==> src/rtl/coin_accumulator.sv <==
// rtl/coin_accumulator.sv - coin crediting, vend arbitration and greedy change dispenser
// Optional idle auto-refund is built only when COIN_TIMEOUT_EN is defined.
module coin_accumulator #(
  parameter int                         NUM_COINS   = 4,
  parameter int                         BAL_W       = 8,
  parameter logic [NUM_COINS*BAL_W-1:0] COIN_VALS   = {8'd50, 8'd20, 8'd10, 8'd5},
  parameter int                         TIMEOUT_CYC = 1000000
) (
  input  logic                                                 clk,
  input  logic                                                 reset_n,
  input  logic [NUM_COINS-1:0]                                 coin_in,
  output logic                                                 coin_accept,
  output logic                                                 coin_reject,
  input  logic [BAL_W-1:0]                                     price,
  input  logic                                                 vend_req,
  input  logic                                                 cancel,
  output logic                                                 vend_ok,
  output logic                                                 vend_deny,
  output logic                                                 chg_valid,
  output logic [((NUM_COINS > 1) ? $clog2(NUM_COINS) : 1)-1:0] chg_idx,
  input  logic                                                 chg_ready,
  output logic [BAL_W-1:0]                                     balance,
  output logic                                                 busy,
  output logic                                                 timeout_evt
);

  localparam int IDX_W = (NUM_COINS > 1) ? $clog2(NUM_COINS) : 1;

  typedef enum logic {S_IDLE, S_CHANGE} state_t;

  state_t             r_state;
  state_t             w_state_nxt;
  logic [BAL_W-1:0]   r_balance;
  logic [BAL_W-1:0]   w_bal_nxt;
  logic               r_accept, r_reject, r_vend_ok, r_vend_deny, r_timeout_evt;
  logic               w_accept, w_reject, w_vend_ok, w_vend_deny, w_timeout;
  logic               r_chg_valid;
  logic [IDX_W-1:0]   r_chg_idx;
  logic               w_coin_any;
  logic               w_coin_multi;
  logic [BAL_W-1:0]   w_coin_val;
  logic [BAL_W:0]     w_coin_sum;
  logic [BAL_W-1:0]   w_bal_after_chg;
  logic               w_tmo_hit;

  // value of coin channel idx
  function automatic logic [BAL_W-1:0] f_val(input logic [IDX_W-1:0] idx);
    f_val = '0;
    for (int i = 0; i < NUM_COINS; i++)
      if (idx == IDX_W'(i)) f_val = COIN_VALS[i*BAL_W +: BAL_W];
  endfunction

  // true when at least one coin value can be paid out of bal
  function automatic logic f_fits(input logic [BAL_W-1:0] bal);
    f_fits = 1'b0;
    for (int i = 0; i < NUM_COINS; i++)
      if (COIN_VALS[i*BAL_W +: BAL_W] <= bal) f_fits = 1'b1;
  endfunction

  // largest coin not exceeding bal; strict '>' keeps the lowest index on ties
  function automatic logic [IDX_W-1:0] f_best_idx(input logic [BAL_W-1:0] bal);
    logic             found;
    logic [BAL_W-1:0] best_v;
    logic [BAL_W-1:0] v;
    found      = 1'b0;
    best_v     = '0;
    f_best_idx = '0;
    for (int i = 0; i < NUM_COINS; i++) begin
      v = COIN_VALS[i*BAL_W +: BAL_W];
      if ((v <= bal) && (!found || (v > best_v))) begin
        found      = 1'b1;
        best_v     = v;
        f_best_idx = IDX_W'(i);
      end
    end
  endfunction

  assign w_coin_any      = |coin_in;
  assign w_coin_multi    = ($countones(coin_in) > 1);
  assign w_coin_sum      = {1'b0, r_balance} + {1'b0, w_coin_val};
  assign w_bal_after_chg = r_balance - f_val(r_chg_idx);

  // value of the (single) coin being inserted this cycle
  always_comb begin
    w_coin_val = '0;
    for (int i = 0; i < NUM_COINS; i++)
      if (coin_in[i]) w_coin_val = w_coin_val | COIN_VALS[i*BAL_W +: BAL_W];
  end

  // next-state, balance update and pulse decisions
  always_comb begin
    w_state_nxt = r_state;
    w_bal_nxt   = r_balance;
    w_accept    = 1'b0;
    w_reject    = 1'b0;
    w_vend_ok   = 1'b0;
    w_vend_deny = 1'b0;
    w_timeout   = 1'b0;
    case (r_state)
      S_IDLE: begin
        if (cancel) begin
          w_reject = w_coin_any;
          if (r_balance != '0) w_state_nxt = S_CHANGE;
        end else if (vend_req) begin
          w_reject = w_coin_any;
          if ((price != '0) && (r_balance >= price)) begin
            w_vend_ok = 1'b1;
            w_bal_nxt = r_balance - price;
            if (r_balance != price) w_state_nxt = S_CHANGE;
          end else begin
            w_vend_deny = 1'b1;
          end
        end else if (w_tmo_hit && (r_balance != '0)) begin
          // auto-refund behaves like cancel, so a coin arriving now is refused
          w_timeout   = 1'b1;
          w_reject    = w_coin_any;
          w_state_nxt = S_CHANGE;
        end else if (w_coin_any) begin
          if (w_coin_multi || w_coin_sum[BAL_W]) begin
            w_reject = 1'b1;
          end else begin
            w_accept  = 1'b1;
            w_bal_nxt = w_coin_sum[BAL_W-1:0];
          end
        end
      end
      S_CHANGE: begin
        w_reject = w_coin_any;
        // entered with a residual smaller than any coin: nothing to pay out
        if (!r_chg_valid) begin
          w_state_nxt = S_IDLE;
        end else if (chg_ready) begin
          w_bal_nxt = w_bal_after_chg;
          if (!f_fits(w_bal_after_chg)) w_state_nxt = S_IDLE;
        end
      end
    endcase
  end

`ifdef COIN_TIMEOUT_EN
  localparam int CNT_W = $clog2(TIMEOUT_CYC);

  logic [CNT_W-1:0] r_idle_cnt;

  assign w_tmo_hit = (r_idle_cnt == CNT_W'(TIMEOUT_CYC - 1));

  // idle counter: runs while credit sits unused in IDLE
  always_ff @(posedge clk or negedge reset_n) begin
    if (!reset_n) begin
      r_idle_cnt <= '0;
    end else if ((r_state == S_IDLE) && (w_state_nxt == S_IDLE) && (r_balance != '0) &&
                 !w_accept && !w_vend_ok && !w_vend_deny) begin
      r_idle_cnt <= r_idle_cnt + CNT_W'(1);
    end else begin
      r_idle_cnt <= '0;
    end
  end
`else
  logic w_unused_timeout;

  assign w_tmo_hit        = 1'b0;
  assign w_unused_timeout = (TIMEOUT_CYC > 1);
`endif

  // state, balance and registered outputs
  always_ff @(posedge clk or negedge reset_n) begin
    if (!reset_n) begin
      r_state       <= S_IDLE;
      r_balance     <= '0;
      r_accept      <= 1'b0;
      r_reject      <= 1'b0;
      r_vend_ok     <= 1'b0;
      r_vend_deny   <= 1'b0;
      r_timeout_evt <= 1'b0;
      r_chg_valid   <= 1'b0;
      r_chg_idx     <= '0;
    end else begin
      r_state       <= w_state_nxt;
      r_balance     <= w_bal_nxt;
      r_accept      <= w_accept;
      r_reject      <= w_reject;
      r_vend_ok     <= w_vend_ok;
      r_vend_deny   <= w_vend_deny;
      r_timeout_evt <= w_timeout;
      // index derives from the balance, so it holds while the hopper stalls
      r_chg_valid   <= (w_state_nxt == S_CHANGE) && f_fits(w_bal_nxt);
      r_chg_idx     <= f_best_idx(w_bal_nxt);
    end
  end

  assign coin_accept = r_accept;
  assign coin_reject = r_reject;
  assign vend_ok     = r_vend_ok;
  assign vend_deny   = r_vend_deny;
  assign chg_valid   = r_chg_valid;
  assign chg_idx     = r_chg_idx;
  assign balance     = r_balance;
  assign busy        = (r_state == S_CHANGE);
  assign timeout_evt = r_timeout_evt;

endmodule

==> config.mk <==
export PLATFORM = sky130hd
export DESIGN_NAME = coin_accumulator
export DESIGN_NICKNAME = d
export VERILOG_FILES = /design/src/rtl/coin_accumulator.sv
export SDC_FILE = /design/constraint.sdc
export NUM_CORES = 1
export LEC_CHECK = 0
export CORE_MARGIN = 5
export CORE_UTILIZATION = 55
export DETAILED_ROUTE_END_ITERATION = 16
export DONT_BUFFER_PORTS = 1
export GPL_TIMING_DRIVEN = 0
export PLACE_DENSITY = 0.69
export SLEW_MARGIN = 25
export SYNTH_ARGS = -nofsm -noshare
export SYNTH_HDL_FRONTEND = slang
export SYNTH_SLANG_ARGS = --single-unit
==> constraint.sdc <==
create_clock -name clk -period 3.77 [get_ports clk]
set_input_delay 0.377 -clock clk [delete_from_list [all_inputs] [get_ports clk]]
set_output_delay 0.377 -clock clk [all_outputs]
set_load 0.1 [all_outputs]
==> flow_summary.toml <==
[worst_hold_path]
hp-start = "coin_in[2]"
worstHoldPathType = "primary input to flop"
hold_path_depth = 2
min_delay_worst_endpoint = "coin_reject"

[drt]
dr_total_vias = 1952
remaining_drc_errors = 0
drt-total-wl_mm = 5.60
viasPerCell = 6.24
drt_iter0_drc = 156
dr.pass1.iters = 4
wl_per_cell_um = 17.9
antenna_left = 0

[layout]
area_growth_pct = 6.41
drive_gt1_share_pct = 14.3
design_area_sq_um = 2240
antenna_cells = 0
fillers = 345
nets = 308

[setup_path]
ff2ff_path_depth = 10
critPathArrivalTime_ns = 3.54
reg2reg_to = "chg_idx[1]"
crit_required_ns = 3.89
worstReg2RegStart = "balance[0]"
crit_path_start_kind = "flop"
crit_type = "flop to flop"
rrSetupSlack_ns = 0.34
end_kind = "flop"
crit_fanout = 7

[global_route]
grt_pass1_wl_mm = 9.49
grt_use_total_pct = 22.9
grt-ovfl-total = 0
grt_max_degree = 17
antenna_found_initial = 0
grt_pass1_vias = 1929

[cts]
clockRootBuffer = "clkbuf_8"
cts_tree = "yes"
clock-sinks = 16
clkTransAtPathRegs_ns = 0.08
clk_latency_ns = 0.26
htreeDepth = 1
numCtsBuffers = 3
cts_max_path_buffers = 2

[timing]
hold_viol = 0
slew_violations = 0
post-route-period-util_pct = 90.9
relSlewSlack_pct = 31.0
max_freq_mhz = 292
setup_viol_count_final = 0
rsz0062_at_grt = "no"
finalCriticalPeriod_ns = 3.43
tightestPinTransition_ns = 1.03
tns_ns = 0
skew_ns = 0.00919

[logic_synthesis]
ys_seq_elements = 16
synth_enable_flop_cells = 0
yosysTopAreaCell = "dfrtp_1"
synthTopCellsByArea = "dfrtp_1 (19%), ha_1 (12%), nand2_1 (4.8%)"
muxShareOfSynthArea_pct = 2.31
synth_xor_area_share_pct = 4.15
syn_avg_cell_area_sq_um = 8.11
synthAdderAreaFrac_pct = 16.3
yosysUniqueCellTypes = 65
synth_fp_nets = 302
synth_compound_area_share_pct = 30.2
yosys_warnings = 0
synth_flop_cell = "dfrtp_1"
synth_top_area_share_pct = 19.0
synth-seq-area-share_pct = 19.0
async_flop_share_pct = 100
synth-simple-area-share_pct = 21.5
synthCells = 260
syn_area_sq_um = 2110
synth_top_family_by_area = "compound AO/OA/AOI/OAI gates"

[placement]
placed_cell_area_sq_um = 2170
gp_congestion = 0.927
portBuffers = 0
place_hpwl_mm = 4.46

[die]
initial_core_util_pct = 57.2
die_w_um = 71.9
core_sq_um = 3690
pin_count = 34
die_h_um = 71.9
num_rows = 22
dieArea_sq_um = 5170

[status]
status = "complete, no violations"

[job]
drv_cap = 0
-- through the flow --
| step | util [%] | instances | setup slack (ns) | hold slack, ns |
|---|---|---|---|---|
| floorplan | - | 260 | 0.416 | 0.0814 |
| global placement | 58.8 | 308 | 0.0807 | 0.0818 |
| detailed placement | 59.0 | 308 | 0.0392 | 0.0818 |
| CTS | 60.7 | 313 | 0.0190 | 0.279 |
| global route | 60.8 | 313 | 0.155 | 0.286 |
| finish | 60.8 | 313 | 0.343 | 0.261 |
-- critical path, cell delays in order, from the launching register on --
cell	delay (ns)
dfrtp_2	0.64
ha_1	0.35
fa_1	0.43
a211oi_2	0.26
o31a_4	0.23
o21a_2	0.17
o211ai_1	0.12
mux2_1	0.40
a221oi_2	0.34
nor2b_1	0.24
nand3_1	0.10
-- repair_timing --
action / in CTS / in global routing
setup endpoints to repair: 0 / 3
endpoints found under the hold margin: 16 / 0
resized for setup: 0 / 2
buffers inserted: 0 / 0
hold buffers: 1 / 0
-- cell families (layout without fill, tap and decap cells) --
group,after synthesis,after routing
XOR/XNOR,10,10
flip-flops,16,16
buffers and inverters,30,35
AND/OR/NAND/NOR,94,94
AO/OA/AOI/OAI,80,80
adder cells (fa/ha/maj),25,25
multiplexers,4,4
other,1,1
-- area by class of cell --
cell class	instances	area [sq um]	share of cell area [%]
clock buffers	4	55.1	2.45
repair buffers	1	10.0	0.446
inverters	22	82.6	3.68
flip-flops and latches	16	410	18.3
plain buffers	8	52.6	2.34
multi-input cells	214	1570	70.1
well taps	48	60.1	2.68
-- state kept, by name, summed over array words and instances, names as in the netlist --
register and flops:
balance 8, busy 1, chg_idx 2, chg_valid 1, coin_accept 1, coin_reject 1, vend_deny 1, vend_ok 1
-- cell usage after synthesis, drive strengths merged, types with 3 or more instances --
| library cell | number |
|---|---|
| inv | 22 |
| o211ai | 8 |
| a21o | 5 |
| o21ai | 14 |
| nor2 | 25 |
| or2 | 4 |
| nor3 | 9 |
| xnor2 | 4 |
| a211oi | 5 |
| a31oi | 4 |
| mux2 | 4 |
| nand2b | 4 |
| nand2 | 27 |
| o31ai | 4 |
| nand4 | 4 |
| nand3 | 4 |
| o21a | 6 |
| nor4 | 4 |
| dfrtp | 16 |
| a221oi | 3 |
| fa | 4 |
| nor2b | 4 |
| a21oi | 13 |
| ha | 21 |
| clkbuf | 6 |
| xor2 | 6 |
-- metal layers --
layer	up-vias	track usage, %	share of wire [%]
li1	955	-	-
met1	901	32.3	44
met2	87	36.8	44
met3	9	5.82	11
met4	0	2.30	1.1
met5	-	0	0
-- worst max-delay path by stage --
stage	slack, ns	cells past startpoint	startpoint	to
detailed placement	0.04	10	balance[0]	chg_idx[1]
floorplan	0.42	10	balance[0]	chg_idx[1]
CTS	0.02	10	balance[0]	chg_idx[1]
global route	0.15	10	balance[0]	chg_idx[1]
finish	0.34	10	balance[0]	chg_idx[1]
global placement	0.08	10	balance[0]	chg_idx[1]
-- cell usage in the layout (no fill, tap or decap), types with 5 or more instances in the layout --
master    Yosys  routed
a21o_1        5       5
o211ai_1      7       7
nor3_1        9       9
o21ai_0      13      13
nor2_1       25      25
clkbuf_8      1       5
a21oi_1      13      13
inv_1        22      22
ha_1         21      21
dfrtp_1      16       8
dfrtp_2       0       8
xor2_1        6       6
nand2_1      27      27
Power is left out: the tool's default activity adds up to more than one toggle a clock period on the data nets, which glitch-free logic cannot reach.
